**config.mk**
```make
export PLATFORM = sky130hd
export DESIGN_NAME = mem_stage
export DESIGN_NICKNAME = d
export VERILOG_FILES = /design/src/rtl/mem_stage_pkg.sv /design/src/rtl/mem_load_ext.sv /design/src/rtl/mem_stage.sv
export SDC_FILE = /design/constraint.sdc
export NUM_CORES = 1
export LEC_CHECK = 0
export CAP_MARGIN = 0
export CORE_AREA = 4 4 160 162
export DETAILED_ROUTE_END_ITERATION = 12
export DIE_AREA = 0 0 164 166
export PLACE_DENSITY = 0.78
export SETUP_SLACK_MARGIN = 0.4
export SYNTH_ARGS = -nofsm -noshare
export SYNTH_HDL_FRONTEND = slang
export SYNTH_HIERARCHICAL = 1
export SYNTH_SLANG_ARGS = --single-unit
export TNS_END_PERCENT = 10
```
**constraint.sdc**
```tcl
create_clock -name clk -period 15 [get_ports clk]
set_input_delay 3 -clock clk [delete_from_list [all_inputs] [get_ports clk]]
set_output_delay 3 -clock clk [all_outputs]
set_load 0.02 [all_outputs]
```
**src/rtl/mem_stage_pkg.sv**
```systemverilog
// Shared widths, bundle bit positions and load-op encoding for the MEM stage.
package mem_stage_pkg;
    localparam int EX2MS_W = 86;
    localparam int TLB_W   = 10;

    // one-hot es_ld_op = {ld.w, ld.h, ld.hu, ld.b, ld.bu}
    localparam int LD_W  = 4;
    localparam int LD_H  = 3;
    localparam int LD_HU = 2;
    localparam int LD_B  = 1;
    localparam int LD_BU = 0;

    // low bits of the EX->MEM exception bundle
    localparam int EX_ALE  = 0;
    localparam int EX_INT  = 5;
    localparam int EX_ERTN = 6;

    localparam int TLB_REFETCH = 9;

    function automatic logic has_exc(input logic [EX_INT:EX_ALE] bits);
        return |bits;
    endfunction
endpackage

```
**src/rtl/mem_load_ext.sv**
```systemverilog
// Selects the addressed byte/half of the load word and sign- or zero-extends it.
module mem_load_ext
    import mem_stage_pkg::*;
(
    input  logic [31:0] rdata,
    input  logic [1:0]  addr,
    input  logic [4:0]  ld_op,
    output logic [31:0] wdata
);
    logic [7:0]  byte_sel;
    logic [15:0] half_sel;

    always_comb begin
        byte_sel = rdata[{addr, 3'b000} +: 8];
        half_sel = addr[1] ? rdata[31:16] : rdata[15:0];
        wdata    = rdata;
        if (ld_op[LD_W])       wdata = rdata;
        else if (ld_op[LD_B])  wdata = {{24{byte_sel[7]}}, byte_sel};
        else if (ld_op[LD_BU]) wdata = {24'b0, byte_sel};
        else if (ld_op[LD_H])  wdata = {{16{half_sel[15]}}, half_sel};
        else if (ld_op[LD_HU]) wdata = {16'b0, half_sel};
    end
endmodule

```
**src/rtl/mem_stage.sv**
```systemverilog
// MEM stage: waits for data-SRAM responses, extends load data, and drops stale responses after WB flushes.
module mem_stage
    import mem_stage_pkg::*;
#(
    parameter int MAX_OUTSTANDING = 1
) (
    input  logic               clk,
    input  logic               reset,
    input  logic               es_to_ms_valid,
    output logic               ms_allowin,
    input  logic [31:0]        es_pc,
    input  logic [31:0]        es_result,
    input  logic [4:0]         es_rf_waddr,
    input  logic               es_rf_we,
    input  logic               es_mem_req,
    input  logic [4:0]         es_ld_op,
    input  logic               es_csr_re,
    input  logic [EX2MS_W-1:0] es_ex_zip,
    input  logic [TLB_W-1:0]   es2ms_tlb_zip,
    input  logic               data_sram_data_ok,
    input  logic [31:0]        data_sram_rdata,
    input  logic               ws_allowin,
    output logic               ms_to_ws_valid,
    output logic [31:0]        ms_pc,
    output logic [31:0]        ms_result,
    output logic [31:0]        ms_rf_wdata,
    output logic [4:0]         ms_rf_waddr,
    output logic               ms_rf_we,
    output logic               ms_csr_re,
    output logic [EX2MS_W-1:0] ms_ex_zip,
    output logic [TLB_W-1:0]   ms2ws_tlb_zip,
    output logic               ms_fwd_we,
    output logic               ms_fwd_blk,
    output logic               ms_ex_flag,
    input  logic               wb_ex,
    input  logic               ertn_flush,
    input  logic               wb_refetch_flush
);
    localparam int CNT_W = $clog2(MAX_OUTSTANDING + 1);

    logic             ms_valid;
    logic             mem_req_r;
    logic             data_ok_seen;
    logic [4:0]       ld_op_r;
    logic [31:0]      rdata_buf;
    logic [CNT_W-1:0] cancel_cnt;
    logic [CNT_W:0]   cnt_nxt;

    logic        flush, accept, ms_has_ex, is_ld, ms_ready_go;
    logic        ok_fresh, ms_wait, ok_cur, stale_ms, stale_es;
    logic [31:0] ld_wdata;

    assign flush     = wb_ex | ertn_flush | wb_refetch_flush;
    assign ms_has_ex = has_exc(ms_ex_zip[EX_INT:EX_ALE]);
    assign is_ld     = |ld_op_r;

    // a response is only ours when no cancelled request is still draining
    assign ok_fresh = data_sram_data_ok & (cancel_cnt == '0);
    assign ms_wait  = ms_valid & mem_req_r & ~data_ok_seen & ~ms_has_ex;
    assign ok_cur   = ok_fresh & ms_wait;

    assign ms_ready_go    = ms_has_ex | ~mem_req_r | data_ok_seen | ok_fresh;
    assign ms_allowin     = ~ms_valid | (ms_ready_go & ws_allowin);
    assign ms_to_ws_valid = ms_valid & ms_ready_go & ~flush;
    assign accept         = es_to_ms_valid & ms_allowin & ~flush;

    // a fresh response with nothing waiting in MEM belongs to the EX request
    assign stale_ms = ms_wait & ~ok_fresh;
    assign stale_es = es_to_ms_valid & es_mem_req & ~(ok_fresh & ~ms_wait);

    always_comb begin
        cnt_nxt = {1'b0, cancel_cnt};
        if (flush & stale_ms) cnt_nxt = cnt_nxt + (CNT_W+1)'(1);
        if (flush & stale_es) cnt_nxt = cnt_nxt + (CNT_W+1)'(1);
        if (data_sram_data_ok && cancel_cnt != '0) cnt_nxt = cnt_nxt - (CNT_W+1)'(1);
    end

    always_ff @(posedge clk or posedge reset) begin
        if (reset) begin
            ms_valid      <= 1'b0;
            mem_req_r     <= 1'b0;
            data_ok_seen  <= 1'b0;
            ld_op_r       <= '0;
            rdata_buf     <= '0;
            cancel_cnt    <= '0;
            ms_pc         <= '0;
            ms_result     <= '0;
            ms_rf_waddr   <= '0;
            ms_rf_we      <= 1'b0;
            ms_csr_re     <= 1'b0;
            ms_ex_zip     <= '0;
            ms2ws_tlb_zip <= '0;
        end else begin
            cancel_cnt <= cnt_nxt[CNT_W-1:0];
            if (flush)           ms_valid <= 1'b0;
            else if (ms_allowin) ms_valid <= es_to_ms_valid;
            if (accept) begin
                ms_pc         <= es_pc;
                ms_result     <= es_result;
                ms_rf_waddr   <= es_rf_waddr;
                ms_rf_we      <= es_rf_we;
                mem_req_r     <= es_mem_req;
                ld_op_r       <= es_ld_op;
                ms_csr_re     <= es_csr_re;
                ms_ex_zip     <= es_ex_zip;
                ms2ws_tlb_zip <= es2ms_tlb_zip;
                data_ok_seen  <= 1'b0;
            end else if (ok_cur) begin
                data_ok_seen <= 1'b1;
                rdata_buf    <= data_sram_rdata;
            end
        end
    end

    mem_load_ext u_load_ext (
        .rdata (data_ok_seen ? rdata_buf : data_sram_rdata),
        .addr  (ms_result[1:0]),
        .ld_op (ld_op_r),
        .wdata (ld_wdata)
    );

    assign ms_rf_wdata = (is_ld & ~ms_has_ex) ? ld_wdata : ms_result;
    assign ms_fwd_we   = ms_valid & ms_rf_we & ~ms_has_ex;
    assign ms_fwd_blk  = ms_valid & (ms_csr_re | (is_ld & ~ms_ready_go));
    assign ms_ex_flag  = ms_valid & (ms_has_ex | ms_ex_zip[EX_ERTN] | ms2ws_tlb_zip[TLB_REFETCH]);
endmodule

```
== Yosys cells after proc, flatten, opt, wreduce, memory -nomap -nowiden ==
Cells that the tools add are included.

* Register bits after elaboration: 208
* Output and inout port bits: 204

* Shift operators: 1
* $add $sub $neg: 3
* Bitwise logic cells: 42
* Multiplexer cells: 15
* Reductions and logical operators: 6

{| class="wikitable"
|+ Operator list
! cell !! count
|-
| 32-bit 2-to-1 mux || 7
|-
| 32-bit by 6-bit indexed part select with 8-bit output || 1
|-
| 1-bit bitwise AND || 22
|-
| 16-bit 2-to-1 mux || 1
|-
| 1-bit inverter || 11
|-
| 1-bit bitwise OR || 9
|-
| 1-bit 2-to-1 mux || 7
|-
| 6-bit OR reduction || 1
|-
| 5-bit OR reduction || 1
|-
| 2-bit nonzero test || 2
|-
| 1-bit adder, second input constant || 2
|-
| 2-bit AND reduction || 1
|-
| 1-bit logical AND || 1
|-
| 1-bit subtractor, second input constant || 1
|}

== Longest topological paths before layout ==
Gate-level depths: netlist (run 1).

* Word-level depth: 11
* Gate-level depth with buffers: 9

== Cells and area by module ==
Netlist (run 1), hierarchy kept.

{| class="wikitable"
|+ Modules (own cells, without submodules)
! module !! times used !! area an instance (um^2) !! cells an instance
|-
| mem_stage || 1 || 9305.2 || 542
|-
| mem_load_ext || 1 || 663.1 || 79
|}

== Least setup slack after synthesis (run 1) ==
OpenSTA, ideal clock, no wires.

* Path type: input port to output port
* Start: input data_sram_rdata[23]
* End: output ms_rf_wdata[21]
* Arrival time: 4.351 ns
* Path buffers: 1
* Stages on the path: 7
* Slack: 7.649 ns
* Path through: mux2_1 -> mux2i_1 -> or4b_4 -> o21ai_2 -> buf_6 -> a21o_1 -> mux2_1

* Word-level cells in the longest chain between the ends: 5

{| class="wikitable"
|+ Ends and longest elaborated chain
! element !! line !! RTL
|-
| start: declaration || mem_stage.sv:21 || <nowiki>input logic [31:0] data_sram_rdata,</nowiki>
|-
| 32-bit 2-to-1 mux || mem_stage.sv:116 || <nowiki>.rdata (data_ok_seen ? rdata_buf : data_sram_rdata),</nowiki>
|-
| 32-bit by 6-bit indexed part select with 8-bit output || mem_load_ext.sv:14 || <nowiki>byte_sel = rdata[{addr, 3'b000} +: 8];</nowiki>
|-
| 32-bit 2-to-1 mux || mem_load_ext.sv:18 || <nowiki>else if (ld_op[LD_B]) wdata = {{24{byte_sel[7]}}, byte_sel};</nowiki>
|-
| 32-bit 2-to-1 mux || mem_load_ext.sv:17 || <nowiki>if (ld_op[LD_W]) wdata = rdata;</nowiki>
|-
| named net ld_wdata[21] || mem_stage.sv:51 || <nowiki>logic [31:0] ld_wdata;</nowiki>
|-
| 32-bit 2-to-1 mux || mem_stage.sv:122 || <nowiki>assign ms_rf_wdata = (is_ld & ~ms_has_ex) ? ld_wdata : ms_result;</nowiki>
|-
| end: declaration || mem_stage.sv:26 || <nowiki>output logic [31:0] ms_rf_wdata,</nowiki>
|}

The timed path passes the listed nets, and every way through them passes these cells.

== Worst setup path after layout (run 1) ==
* Start: input data_sram_rdata[31]
* End: output ms_rf_wdata[21]

* Word-level cells in the longest chain between the ends: 7
* Elaborated cells between the ends (all ways): 8
* Classes of those cells: shift (1); mux (7)

{| class="wikitable"
|+ Ends and longest elaborated chain
! element !! line
|-
| 32-bit 2-to-1 mux * || mem_stage.sv:116
|-
| parallel branches: the longest is 3 deep, another holds 32-bit by 6-bit indexed part select with 8-bit output || n/a
|-
| 32-bit 2-to-1 mux * || mem_load_ext.sv:18
|-
| 32-bit 2-to-1 mux * || mem_load_ext.sv:17
|-
| named net ld_wdata[21] || mem_stage.sv:51
|-
| 32-bit 2-to-1 mux * || mem_stage.sv:122
|}

Mark *: on every way through the listed nets, which the timed path passes.

==> results.yml, run 1 <==
run_status:
  status: "complete, no violations"
cts:
  htree_levels: 1
  post_cts_resized: 0
  cts_buffers: 24
  cts.clk_slew.worst_paths_ns: 0.06
  clk-insertion-delay-late_ns: 0.52
  ctsRootBufferMaster: "clkbuf_16"
  clkSinkCount: 208
  post_cts_buffers: 0
  clk_path_buf_depth: 3
  hold_buffers: 0
  tritoncts: "done"
setup_path:
  r2r_start: "cancel_cnt"
  crit_start: "data_sram_rdata[31]"
  path_class: "input pin to output pin"
  critPathLaunchType: "input pin"
  critPathBufInv: 2
  path_common_cell: "clkdlybuf4s50_1"
  crit_path_max_fanout: 16
  cpPeakStageDelay_ns: 0.73
  cp-end-kind: "output pin"
  required_ns: 12.00
  arrival_ns: 5.77
  path_cells: "clkdlybuf4s50_1, mux2_2, mux2i_1, or2_2, o21ai_2, a21o_1, mux2_1, clkdlybuf4s50_1"
  crit_family: "buffers and inverters"
  crit_path_top_delay_cell: "clkdlybuf4s50_1"
drt:
  remaining_drc_errors: 0
  via_per_inst: 4.97
  drt.antenna.violating_nets: 0
  wl_um: 31000
  wl_per_cell_um: 22.6
  dr.pass1.iters: 4
  drt_iter0_markers: 300
  num_vias: 6828
power:
  power.leakage_uw: 0.00665
  power_density_nw_per_um2: 141
  peakVddDrop_uv: 91.7
grt:
  track_usage_pct: 22.2
  grt_start_max_net_pins: 145
  grt_pass1_wl_um: 46700
  grt_pass1_vias: 7645
  antenna_found_initial: 2
  grt_overflow: 0
synth:
  ys_seq_area_share_pct: 52.2
  synth_mux_area_share_pct: 38.3
  netlist_area_um2: 9970
  synth_edf_count: 0
  synth_top_family_by_area: "multiplexers"
  syn_inst: 621
  yosysTopAreaCellShare_pct: 52.2
  yosys.area_share.simple_pct: 2.00
  synth_area_leader_cell: "dfrtp_1"
  post_synth_fa_ha_maj_area_fraction_pct: 0
  postSynthAreaPerCell_um2: 16.1
  synth_fp_nets: 834
  synthFlopType: "dfrtp_1"
  synthArstFlopShare_pct: 100
  synth_warnings: 6
  yosys.area_share.xor_xnor_pct: 0.0879
  synth_area_leaders: "dfrtp_1, mux2_4, mux2_1"
  synth-seq-cells: 208
  synth_compound_area_share_pct: 4.04
  post_synth_num_cell_types: 41
run:
  maxCapViolCount: 0
floorplanning:
  io_pins: 417
  die_y_um: 166
  dieArea_um2: 27200
  fp.dieW_um: 164
  core_area_um2: 24100
  start_util_pct: 41.4
  num_rows: 57
placed_design:
  hpwl_um: 23300
  port-buffer-count: 416
  dp_cells: 1328
  place_area_um2: 14300
  place_congestion: 0.848
sta:
  fin_hold_ws_ns: 0.484
  rsz0062_at_grt: "no"
  tightest_slew_ns: 1.26
  final.setup.tns_ns: 0
  period_share_pct: 58.5
  slew-limit-headroom_pct: 16.3
  skew_ns: 0.0206
  fin_crit_ns: 8.77
  hold_violations: 0
  max_freq_ghz: 0.114
  setup-violations-final: 0
  maxSlewViolCount: 0
final_layout:
  area_delta_synth_final_pct: 51.6
  final_common_cell: "clkdlybuf4s50_1"
  nets: 1243
  postLayoutCoreUtil_pct: 62.7
  final_area_um2: 15100
  instances_no_fill: 1373
  layout_common_cells: "clkdlybuf4s50_1, dfrtp_1, mux2_4"
  drive_above_1_share_pct: 21.6
hold_path:
  worstHoldStart: "ms_pc[26]"
  hold_class: "flop to flop"
## state kept, by name, summed over array words and instances, names as in the netlist, 5 cells and up
name	count
rdata_buf	32
ms_ex_zip	86
ld_op_r	5
ms2ws_tlb_zip	10
ms_result	32
ms_rf_waddr	5
ms_pc	32
## cells in the mapped netlist, types with 2 or more instances
master and count:
a21o_1 18, a221o_1 7, a22oi_1 8, and3_1 3, buf_1 2, buf_2 6
buf_6 20, clkbuf_1 11, dfrtp_1 208, inv_1 9, mux2_1 107, mux2_2 4
mux2_4 159, mux2i_1 2, mux4_2 7, nand2_1 3, nand4_1 2, nor2_1 7
nor2b_1 3, o21ai_0 11, o21ai_2 2, or2_2 3
## power by group
part / switching (uW) / internal, uW
logic: 351 / 444
clock network: 231 / 351
registers: 87.6 / 672
total: 670 / 1470
## final cells by class
class                           instances  area, um^2
Clock buffer                           36         726
Timing Repair Buffer                  422        4220
Multi-Input combinational cell        365        4430
Antenna cell                            1        2.50
Clock inverter                          8        78.8
Sequential cell                       208        5200
Tap cell                              324         405
Inverter                                9        41.3
Fill cell                            1873        8990
## worst reg2reg max path: stages, from the launching register on
cell and delay [ns]:
dfrtp_1 0.37, nor2b_1 0.30, nand4b_1 0.21, a21bo_1 0.18, and3_4 0.61, buf_12 0.66, mux2_4 0.73
## logic make-up after synthesis
logic type / count (synthesis)
flip-flops: 208
AO/OA/AOI/OAI: 54
XOR/XNOR: 1
multiplexers: 279
AND/OR/NAND/NOR: 31
buffers and inverters: 48
## through the flow
step	worst slack, ns	total power [uW]
2_1_floorplan	6.32	1160
3_3_place_gp	6.27	1550
3_5_place_dp	6.24	1560
4_1_cts	6.23	2160
5_1_grt	6.13	2230
6_report	6.23	2140
## metal layers
metal | GRT usage [%] | wire length (um)
met1 | 26.7 | 12300
met2 | 38.4 | 15600
met3 | 6.23 | 2020
met4 | 7.33 | 1080
met5 | 0 | 0
## worst paths after layout
| path | cells after the start | to | slack [ns] |
|---|---|---|---|
| max | 8 | ms_rf_wdata[21] | 6.23 |
| min | 1 | ms_pc[26] | 0.48 |
| max reg2reg | 6 | ms_result[5] | 11.81 |
| min reg2reg | 1 | ms_pc[26] | 0.48 |
| max in group asynchronous | 3 | ms_ex_zip[62] | 10.30 |
| min in group asynchronous | 2 | ms_ex_zip[35] | 3.09 |
No activity file was read; power rests on OpenSTA's default activity.
==> run 2: changes to the inputs <==
--- a/config.mk
+++ b/config.mk
@@ -6,10 +6,10 @@
 export NUM_CORES = 1
 export LEC_CHECK = 0
 export CAP_MARGIN = 0
-export CORE_AREA = 4 4 160 162
+export CORE_MARGIN = 4
+export CORE_UTILIZATION = 43
 export DETAILED_ROUTE_END_ITERATION = 12
-export DIE_AREA = 0 0 164 166
-export PLACE_DENSITY = 0.78
+export PLACE_DENSITY = 0.81
 export SETUP_SLACK_MARGIN = 0.4
 export SYNTH_ARGS = -nofsm -noshare
 export SYNTH_HDL_FRONTEND = slang
==> constraint.sdc (replaced) <==
create_clock -name clk -period 8.1 [get_ports clk]
set_input_delay 1.62 -clock clk [delete_from_list [all_inputs] [get_ports clk]]
set_output_delay 1.62 -clock clk [all_outputs]
set_load 0.02 [all_outputs]
==> run 2 against run 1 <==
  * Design area fell by 0.51%
  * Largest cell class unchanged
  * Largest power group unchanged
  * Via count is 0.81% higher
  * Core utilization is 3.5 points higher
  * Combinational power rose by 85%
  * Non-clock buffer count grew 1
==> results.yml, run 2 (synthesis results as in run 1) <==
final_layout:
  top_register: "ms_ex_zip"
  antenna_cells: 0
  largest_reg_flops: 86
  area_delta_synth_final_pct: 50.8
  layout_common_cells: "clkdlybuf4s50_1, dfrtp_1, mux2_4"
  drive_above_1_share_pct: 21.8
  nets: 1243
  final_common_cell: "clkdlybuf4s50_1"
sta:
  max_freq_ghz: 0.168
  final.setup.tns_ns: 0
  period_share_pct: 73.5
  slew-limit-headroom_pct: 26.7
  tightest_slew_ns: 1.10
  maxSlewViolCount: 0
  setup-violations-final: 0
  hold_violations: 0
  rsz0062_at_grt: "no"
  skew_ns: 0.00752
  fin_crit_ns: 5.96
  finalWorstSetupSlack_ns: 2.14
floorplanning:
  io_pins: 417
  die_y_um: 160
  num_rows: 55
  core_area_um2: 22700
  dieArea_um2: 25700
  start_util_pct: 43.9
  fp.dieW_um: 160
grt:
  track_usage_pct: 23.9
  grt_pass1_vias: 7711
  grt_overflow: 0
  antenna_found_initial: 0
  grt_start_max_net_pins: 158
  grt_pass1_wl_um: 47700
power:
  power_density_nw_per_um2: 263
  peakVddDrop_uv: 155
  power.leakage_uw: 0.00665
  total_power_uw: 3950
drt:
  dr.max_layer_used: "met4"
  drt-met1-wl_um: 12400
  num_vias: 6883
  wl_met2_um: 16200
  dr_wl_met3_um: 1900
  wl_per_cell_um: 23.8
  via_per_inst: 5.17
  wl_um: 31700
  drt_iter0_markers: 313
  dr.pass1.iters: 4
  drt.antenna.violating_nets: 0
  remaining_drc_errors: 0
setup_path:
  arrival_ns: 4.34
  crit_path_top_delay_cell: "clkdlybuf4s50_1"
  path_class: "input pin to output pin"
  required_ns: 6.48
  path_common_cell: "clkdlybuf4s50_1"
  path_cells: "clkdlybuf4s50_1, mux2_2, mux2i_1, or2_2, o21ai_2, a21o_1, mux2_1, clkdlybuf4s50_1"
  cpPeakStageDelay_ns: 0.70
  critPathLaunchType: "input pin"
  cp-end-kind: "output pin"
  crit_path_max_fanout: 16
cts:
  ctsRootBufferMaster: "clkbuf_16"
  tritoncts: "done"
  hold_buffers: 0
  cts.clk_slew.worst_paths_ns: 0.06
  post_cts_resized: 0
  clk-insertion-delay-late_ns: 0.50
  cts_buffers: 23
  clk_path_buf_depth: 3
  post_cts_buffers: 0
  htree_levels: 1
  clkSinkCount: 208
placed_design:
  place_congestion: 0.841
  port-buffer-count: 416
  hpwl_um: 23800
  place_ws_ns: 2.13
run_status:
  status: "complete, no violations"
hold_path:
  hold_class: "flop to flop"
run:
  maxCapViolCount: 0
[run 2: path summary, 6_finish.rpt]
kind	startpoint	end	slack, ns	cells after the start
max	data_sram_rdata[31]	ms_rf_wdata[27]	2.14	8
max in group asynchronous	reset	rdata_buf[5]	4.92	3
min reg2reg	ms_pc[21]	ms_pc[21]	0.49	1
max reg2reg	cancel_cnt	ms_ex_zip[65]	5.10	6
min in group asynchronous	reset	ms_pc[26]	1.76	2
min	ms_pc[21]	ms_pc[21]	0.49	1
[run 2: critical path: cells and delay by family]
kind / cells / cell delay (ns)
AO/OA/AOI/OAI: 2 / 0.81
multiplexers: 3 / 0.39
AND/OR/NAND/NOR: 1 / 0.34
buffers and inverters: 2 / 1.17
[run 2: final cells by class]
type,instances,area [um^2]
Clock buffer,29,658
Clock inverter,12,113
Fill cell,1640,7680
Inverter,9,41.3
Multi-Input combinational cell,365,4430
Sequential cell,208,5200
Tap cell,285,357
Timing Repair Buffer,423,4230
[run 2: per-layer routing]
layer	GRT usage, %	up-vias
met2	42.1	267
met3	5.75	61
li1	-	3066
met1	28.8	3489
met5	0	-
met4	8.25	0
[run 2: where the power goes]
| part | internal [uW] | switching, uW | total (uW) |
|---|---|---|---|
| registers | 1240 | 166 | 1410 |
| clock network | 637 | 434 | 1070 |
| logic | 821 | 650 | 1470 |
[run 2: metrics by stage]
stage	instances	hold WS, ns	utilization [%]	area, um^2
3_5_place_dp	1290	0.474	62.8	14300
5_1_grt	1331	0.497	66.2	15000
3_3_place_gp	1290	0.468	62.8	14300
4_1_cts	1331	0.488	66.2	15000
2_1_floorplan	621	0.459	-	9970
6_report	1331	0.486	66.2	15000
